## src/rtl/muldiv_pkg.sv

```systemverilog
// rtl/muldiv_pkg.sv - shared op/state encodings and operand-class helpers for muldiv_iter
package muldiv_pkg;

  typedef enum logic [2:0] {
    OP_MUL    = 3'b000,
    OP_MULH   = 3'b001,
    OP_MULHSU = 3'b010,
    OP_MULHU  = 3'b011,
    OP_DIV    = 3'b100,
    OP_DIVU   = 3'b101,
    OP_REM    = 3'b110,
    OP_REMU   = 3'b111
  } muldiv_op_t;

  typedef enum logic [2:0] {
    ST_IDLE = 3'd0,
    ST_PREP = 3'd1,
    ST_CALC = 3'd2,
    ST_FIX  = 3'd3,
    ST_DONE = 3'd4
  } muldiv_state_t;

  function automatic logic is_div(input logic [2:0] op);
    return op[2];
  endfunction

  function automatic logic is_rem(input logic [2:0] op);
    return op[2] & op[1];
  endfunction

  function automatic logic is_mul_high(input logic [2:0] op);
    return !op[2] && (op[1:0] != 2'b00);
  endfunction

  // MUL is treated as signed; its low half is the same either way
  function automatic logic is_signed1(input logic [2:0] op);
    return (op == OP_MUL) || (op == OP_MULH) || (op == OP_MULHSU) ||
           (op == OP_DIV) || (op == OP_REM);
  endfunction

  function automatic logic is_signed2(input logic [2:0] op);
    return (op == OP_MUL) || (op == OP_MULH) || (op == OP_DIV) || (op == OP_REM);
  endfunction

endpackage

```

## src/rtl/muldiv_iter_if.sv

```systemverilog
// rtl/muldiv_iter_if.sv - request/response bundle between the execute stage and muldiv_iter
interface muldiv_iter_if #(
  parameter int DATA_WIDTH = 32
);
  logic                  start;
  logic                  abort;
  logic [2:0]            op;
  logic [DATA_WIDTH-1:0] operand_1;
  logic [DATA_WIDTH-1:0] operand_2;
  logic                  busy;
  logic                  done;
  logic [DATA_WIDTH-1:0] result;

  modport master (
    output start, abort, op, operand_1, operand_2,
    input  busy, done, result
  );

  modport slave (
    input  start, abort, op, operand_1, operand_2,
    output busy, done, result
  );
endinterface

```

## src/rtl/muldiv_iter_cond_negate.sv

```systemverilog
// rtl/muldiv_iter_cond_negate.sv - conditional two's-complement negation, wraps on most-negative
module cond_negate #(
  parameter int WIDTH = 32
) (
  input  logic [WIDTH-1:0] x_i,
  input  logic             neg_i,
  output logic [WIDTH-1:0] y_o
);
  assign y_o = neg_i ? ((~x_i) + WIDTH'(1)) : x_i;
endmodule

```

## src/rtl/muldiv_iter.sv

```systemverilog
// rtl/muldiv_iter.sv - iterative RV32M multiply/divide engine; MULDIV_FAST_MUL_EN selects a
// single-cycle multiply path, divide stays radix-2 restoring.
module muldiv_iter
  import muldiv_pkg::*;
#(
  parameter int DATA_WIDTH = 32,
  parameter int CNT_W      = $clog2(DATA_WIDTH + 1)
) (
  input  logic         clk,
  input  logic         reset,
  muldiv_iter_if.slave bus
);
  localparam int W = DATA_WIDTH;

  localparam logic [2:0] S_IDLE = ST_IDLE;
  localparam logic [2:0] S_PREP = ST_PREP;
  localparam logic [2:0] S_CALC = ST_CALC;
  localparam logic [2:0] S_FIX  = ST_FIX;
  localparam logic [2:0] S_DONE = ST_DONE;

  logic [2:0]       state_q, state_d;
  logic [2:0]       op_q, op_d;
  logic [W-1:0]     a_q, a_d;
  logic [W-1:0]     b_q, b_d;
  logic [W-1:0]     m_q, m_d;
  logic [2*W-1:0]   acc_q, acc_d;
  logic [CNT_W-1:0] cnt_q, cnt_d;
  logic             negq_q, negq_d;
  logic             negr_q, negr_d;
  logic [W-1:0]     result_q, result_d;

  logic           sgn1, sgn2;
  logic [W-1:0]   mag1, mag2;
  logic           div_zero, div_ovf;
  logic [W:0]     mul_sum;
  logic [2*W-1:0] mul_next;
  logic [W:0]     rem_sh, rem_diff;
  logic [2*W-1:0] div_next;
  logic [2*W-1:0] prod_fix;
  logic [W-1:0]   div_sel, div_fix, fix_val;
  logic           div_neg;
  logic           accept;

  assign sgn1 = is_signed1(op_q) & a_q[W-1];
  assign sgn2 = is_signed2(op_q) & b_q[W-1];

  cond_negate #(.WIDTH(W)) u_mag1 (.x_i(a_q), .neg_i(sgn1), .y_o(mag1));
  cond_negate #(.WIDTH(W)) u_mag2 (.x_i(b_q), .neg_i(sgn2), .y_o(mag2));

  assign div_zero = (b_q == '0);
  assign div_ovf  = ((op_q == OP_DIV) || (op_q == OP_REM)) &&
                    (a_q == {1'b1, {(W-1){1'b0}}}) && (b_q == '1);

  // Multiply: acc = {partial product, remaining multiplier bits}, shifted right each step
  assign mul_sum  = {1'b0, acc_q[2*W-1:W]} + {1'b0, (acc_q[0] ? m_q : {W{1'b0}})};
  assign mul_next = {mul_sum, acc_q[W-1:1]};

  // Divide: acc = {partial remainder, dividend/quotient}, shifted left each step
  assign rem_sh   = {acc_q[2*W-1:W], acc_q[W-1]};
  assign rem_diff = rem_sh - {1'b0, m_q};
  assign div_next = rem_diff[W] ? {rem_sh[W-1:0], acc_q[W-2:0], 1'b0}
                                : {rem_diff[W-1:0], acc_q[W-2:0], 1'b1};

`ifdef MULDIV_FAST_MUL_EN
  logic [2*W-1:0] fast_prod;
  assign fast_prod = {{W{1'b0}}, mag1} * {{W{1'b0}}, mag2};
`endif

  cond_negate #(.WIDTH(2*W)) u_prod_fix (.x_i(acc_q), .neg_i(negq_q), .y_o(prod_fix));

  assign div_sel = is_rem(op_q) ? acc_q[2*W-1:W] : acc_q[W-1:0];
  assign div_neg = is_rem(op_q) ? negr_q : negq_q;

  cond_negate #(.WIDTH(W)) u_div_fix (.x_i(div_sel), .neg_i(div_neg), .y_o(div_fix));

  assign fix_val = is_div(op_q)      ? div_fix :
                   is_mul_high(op_q) ? prod_fix[2*W-1:W] : prod_fix[W-1:0];

  assign accept = bus.start && !bus.abort;

  always_comb begin
    state_d  = state_q;
    op_d     = op_q;
    a_d      = a_q;
    b_d      = b_q;
    m_d      = m_q;
    acc_d    = acc_q;
    cnt_d    = cnt_q;
    negq_d   = negq_q;
    negr_d   = negr_q;
    result_d = result_q;

    case (state_q)
      S_IDLE, S_DONE: begin
        state_d = S_IDLE;
        if (accept) begin
          op_d    = bus.op;
          a_d     = bus.operand_1;
          b_d     = bus.operand_2;
          state_d = S_PREP;
        end
      end
      S_PREP: begin
        negq_d  = sgn1 ^ sgn2;
        negr_d  = sgn1;
        m_d     = mag2;
        acc_d   = {{W{1'b0}}, mag1};
        cnt_d   = CNT_W'(W);
        state_d = S_CALC;
        if (is_div(op_q)) begin
          if (div_zero) begin
            acc_d   = {a_q, {W{1'b1}}};
            negq_d  = 1'b0;
            negr_d  = 1'b0;
            state_d = S_FIX;
          end else if (div_ovf) begin
            acc_d   = {{W{1'b0}}, a_q};
            negq_d  = 1'b0;
            negr_d  = 1'b0;
            state_d = S_FIX;
          end
        end else begin
`ifdef MULDIV_FAST_MUL_EN
          acc_d   = fast_prod;
          state_d = S_FIX;
`else
          state_d = S_CALC;
`endif
        end
      end
      S_CALC: begin
        acc_d = is_div(op_q) ? div_next : mul_next;
        cnt_d = cnt_q - CNT_W'(1);
        if (cnt_q == CNT_W'(1)) state_d = S_FIX;
      end
      S_FIX: begin
        result_d = fix_val;
        state_d  = S_DONE;
      end
      default: state_d = S_IDLE;
    endcase

    if (bus.abort && (state_q != S_IDLE)) begin
      state_d  = S_IDLE;
      result_d = result_q;
    end
  end

  always_ff @(posedge clk or negedge reset) begin
    if (!reset) begin
      state_q  <= S_IDLE;
      op_q     <= '0;
      a_q      <= '0;
      b_q      <= '0;
      m_q      <= '0;
      acc_q    <= '0;
      cnt_q    <= '0;
      negq_q   <= 1'b0;
      negr_q   <= 1'b0;
      result_q <= '0;
    end else begin
      state_q  <= state_d;
      op_q     <= op_d;
      a_q      <= a_d;
      b_q      <= b_d;
      m_q      <= m_d;
      acc_q    <= acc_d;
      cnt_q    <= cnt_d;
      negq_q   <= negq_d;
      negr_q   <= negr_d;
      result_q <= result_d;
    end
  end

  assign bus.busy   = (state_q == S_PREP) || (state_q == S_CALC) || (state_q == S_FIX);
  assign bus.done   = (state_q == S_DONE);
  assign bus.result = result_q;

endmodule

```

## src/flat_wrapper.sv

```systemverilog
// flat-port wrapper written by rule: the top's interface ports become plain ports
module muldiv_iter_flat import muldiv_pkg::*;
#(
  parameter int DATA_WIDTH = 32,
  parameter int CNT_W      = $clog2(DATA_WIDTH + 1)
)
  (clk, reset, bus_start, bus_abort, bus_op, bus_operand_1, bus_operand_2, bus_busy, bus_done, bus_result);
  muldiv_iter_if #(.DATA_WIDTH(DATA_WIDTH)) bus_i ();
  input  logic clk;
  input  logic reset;
  input wire logic [$bits(bus_i.start)-1:0] bus_start;
  input wire logic [$bits(bus_i.abort)-1:0] bus_abort;
  input wire logic [$bits(bus_i.op)-1:0] bus_op;
  input wire logic [$bits(bus_i.operand_1)-1:0] bus_operand_1;
  input wire logic [$bits(bus_i.operand_2)-1:0] bus_operand_2;
  output wire logic [$bits(bus_i.busy)-1:0] bus_busy;
  output wire logic [$bits(bus_i.done)-1:0] bus_done;
  output wire logic [$bits(bus_i.result)-1:0] bus_result;
  assign bus_i.start = bus_start;
  assign bus_i.abort = bus_abort;
  assign bus_i.op = bus_op;
  assign bus_i.operand_1 = bus_operand_1;
  assign bus_i.operand_2 = bus_operand_2;
  assign bus_busy = bus_i.busy;
  assign bus_done = bus_i.done;
  assign bus_result = bus_i.result;
  muldiv_iter #(.DATA_WIDTH(DATA_WIDTH), .CNT_W(CNT_W)) u_core (.clk(clk), .reset(reset), .bus(bus_i));
endmodule
```

## config.mk

```make
export PLATFORM = sky130hd
export DESIGN_NAME = muldiv_iter_flat
export DESIGN_NICKNAME = d
export VERILOG_FILES = /design/src/rtl/muldiv_pkg.sv /design/src/rtl/muldiv_iter_if.sv /design/src/rtl/muldiv_iter_cond_negate.sv /design/src/rtl/muldiv_iter.sv /design/src/flat_wrapper.sv
export SDC_FILE = /design/constraint.sdc
export NUM_CORES = 1
export LEC_CHECK = 0
export CORE_MARGIN = 2
export CORE_UTILIZATION = 65
export CTS_BUF_LIST = sky130_fd_sc_hd__clkbuf_4
export DETAILED_ROUTE_END_ITERATION = 8
export PLACE_DENSITY = 0.93
export SLEW_MARGIN = 30
export SYNTH_ARGS = -nofsm -noshare
export SYNTH_HDL_FRONTEND = slang
export SYNTH_HIERARCHICAL = 1
export SYNTH_SLANG_ARGS = --single-unit
```

## constraint.sdc

```tcl
create_clock -name clk -period 8.18 [get_ports clk]
set_clock_uncertainty 0.05 [all_clocks]
set_input_delay 0.818 -clock clk [delete_from_list [all_inputs] [get_ports clk]]
set_output_delay 0.818 -clock clk [all_outputs]
set_load 0.02 [all_outputs]
```

==> flow_summary_export.csv <==
group,metric,value,unit
sta,max-slew-margin-rel,0.346,
synthesis,synth_largest_area_cell,"dfrtp_1",
die,floorplan.core_area,27000,um2
synthesis,synthesis.nets,2147,
sta,drv_slew,0,
die,placementRows,60,
drt,first_iter_violations,1824,
synthesis,synth_seq_cells,206,
synthesis,synth_area_leaders,"dfrtp_1 (29%), xnor2_1 (9.4%), mux2_2 (6.4%)",
synthesis,async_flop_share,1.00,
setup_path,worst_ep_required_time,8.72,ns
drt,routedWlPerCell,21.5,um
global_routing,grt_antenna_before_repair,3,
sta,setup_ws,4.08,ns
cells_and_area,area_growth_from_synthesis_to_final_layout,10.3,%
placement,portBuffers,104,
setup_path,timing.critical_path.fanout_max,19,
placement,globalplace.congestion,0.995,
sta,final_period_util,0.502,
clock_network,cts_setup_buffers,0,
synthesis,synthTopCellsByCount,"nand2_1 (229), dfrtp_1 (206), o21ai_0 (193), xnor2_1 (192), a21oi_1 (135)",
die,initial_core_util,0.661,
placement,detailedPlacementHpwl,38400,um
synthesis,synth_top_flop_cell,"dfrtp_1",
global_routing,grt.total_usage,0.366,
synthesis,synthDistinctLibCells,91,
status,run_status,"complete, no violations",
sta,fmax,244,MHz
die,dieHeight,170,um
synthesis,synthesis.instances,2004,
synthesis,total_standard_cell_area_after_synthesis,17800,um2
sta,final-setup-viol-count,0,
setup_path,setup.worst_path.class,"reg2reg",
cells_and_area,layout_net_count,2212,
hold_path,hp-class,"reg2reg",
clock_network,clkLatencyLatePin,0.76,ns
clock_network,clockBufferDepth,3,
die,ioPinCount,105,
power_and_ir_drop,power_dens_cells,479,nW/um2
die,design.die.area,28800,um2
clock_network,clock_tree.root_cell,"clkbuf_4",
die,die_width,170,um
sta,tightest_slew,0.980,ns
drt,number_of_remaining_drc_errors,0,
placement,dp_cells,2350,
placement,dp_slack,4.21,ns
drt,ant_nets,0,
sta,setup-tns-final,0,ns
drt,routed_via_density,6.78,
drt,drt_wl_total,52900,um
setup_path,cp.arrival,4.64,ns
drt,firstDrtPassIters,9,
global_routing,grt_pass1_vias,16018,
setup_path,startpoint_type,"register",
synthesis,synth.avg_cell_area,8.89,um2
global_routing,globalRoute.totalOverflow,0,
global_routing,grt_pass1_wl,84400,um
cells_and_area,finish.cell_count_without_fillers,2455,
sta,rsz0062_at_grt,"false",
sta,finalWorstPathRequiredPeriod,4.10,ns
synthesis,synth-edff-count,0,
power_and_ir_drop,power_leakage,8.00,nW
global_routing,grt_start_max_net_pins,82,
cells_and_area,drive_gt1_frac,0.144,
synthesis,synth_largest_type_area_fraction,0.289,
synthesis,yosysSeqAreaShare,0.289,
sta,final-hold-violation-count,0,
power_and_ir_drop,post-layout-total-power,9.42,mW
synthesis,post-synth-top-count-cell,"nand2_1",
clock_network,clock-sinks,206,
clock_network,h-tree-depth,2,
clock_network,clk_transition_reported_paths,0.07,ns
drt,route.vias.total,16645,
setup_path,cp-end-kind,"register",
clock_network,cts_tree,"yes",
synthesis,yosysWarningCount,6,
power_and_ir_drop,worst_ir_drop_vdd,0.000262,V
clock_network,cts_inserted_buffers,57,
flow_run,maxCapViolCount,0,
-- placed cells by master (no fill, tap or decap), types with 55 or more instances in the layout --
| cell | n |
|---|---|
| mux2i_1 | 62 |
| o21ai_0 | 193 |
| mux2_2 | 102 |
| a21o_1 | 55 |
| dfrtp_1 | 204 |
| nand2_1 | 229 |
| xnor2_1 | 192 |
| clkdlybuf4s50_1 | 103 |
| clkbuf_4 | 78 |
| inv_1 | 57 |
| ha_1 | 70 |
| a21oi_1 | 134 |
-- repair_timing --
action,in CTS,in global routing
hold buffers,1,0
endpoints found under the hold margin,10,0
resized for setup,0,0
-- state kept, by name, summed over array words and instances (netlist names), 3 cells and up --
| name | count |
|---|---|
| u_core/cnt_q | 6 |
| u_core/a_q | 32 |
| u_core/acc_q | 64 |
| u_core/bus.result | 32 |
| u_core/state_q | 3 |
| u_core/b_q | 32 |
| u_core/op_q | 3 |
| u_core/m_q | 32 |
-- worst max-delay path, cell delays in order (launching register included) --
cell      delay, ns
dfrtp_1        0.50
inv_1          0.15
ha_1           0.25
fa_1           0.44
nor2b_1        0.26
o31ai_2        0.11
a31oi_2        0.30
a31o_1         0.25
o21a_4         0.19
o41ai_4        0.09
nor2_4         0.51
buf_16         0.25
mux2i_1        0.21
a211oi_1       0.10
a221o_1        0.32
-- worst paths after layout --
check / startpoint / end / depth (start not counted) / slack [ns]
min in group asynchronous: reset / u_core/a_q[7] / 2 / 0.57
worst max register to register: u_core/acc_q[31] / u_core/acc_q[47] / 14 / 4.08
worst max-delay path: u_core/acc_q[31] / u_core/acc_q[47] / 14 / 4.08
max in group asynchronous: reset / u_core/negq_q / 3 / 6.16
worst min-delay path: u_core/bus.result[2] / u_core/bus.result[2] / 2 / 0.43
worst min register to register: u_core/bus.result[2] / u_core/bus.result[2] / 2 / 0.43
-- layout make-up --
type,instances,area [um2]
clock buffers,78,586
flip-flops and latches,206,5160
inverters,57,214
repair buffers,123,1210
diodes,2,5.00
fillers,1953,7280
well taps,341,427
clock inverters,24,133
multi-input cells,1624,11900
-- metal layers --
metal,wire length (um),part of all wire,global-route usage
met1,21100,0.40,0.466
met2,23900,0.45,0.588
met3,5120,0.097,0.0770
met4,2740,0.052,0.191
met5,0,0,0
-- stage by stage --
stage | hold slack [ns] | utilization | area [um2]
3_5_place_dp | 0.419 | 0.702 | 18900
3_3_place_gp | 0.410 | 0.701 | 18900
4_1_cts | 0.433 | 0.729 | 19600
6_report | 0.427 | 0.730 | 19700
2_1_floorplan | 0.395 | - | 17800
5_1_grt | 0.451 | 0.730 | 19700
-- power breakdown --
group          internal [mW]  switching (mW)  total, mW  leakage, nW
Combinational           2.64            3.40       6.04         4.98
Clock                  0.474           0.462      0.936        0.424
Sequential              1.48           0.956       2.44         2.59
Total                   4.60            4.82       9.42         8.00
-- cell families after synthesis --
group,synth area share
AOI/OAI and AO/OA,0.244
buffers and inverters,0.0440
muxes,0.0993
adders and majority gates,0.0514
xor gates and xnor gates,0.102
DFF,0.289
and+or+nand+nor,0.170
(Power assumes the default switching activity.)
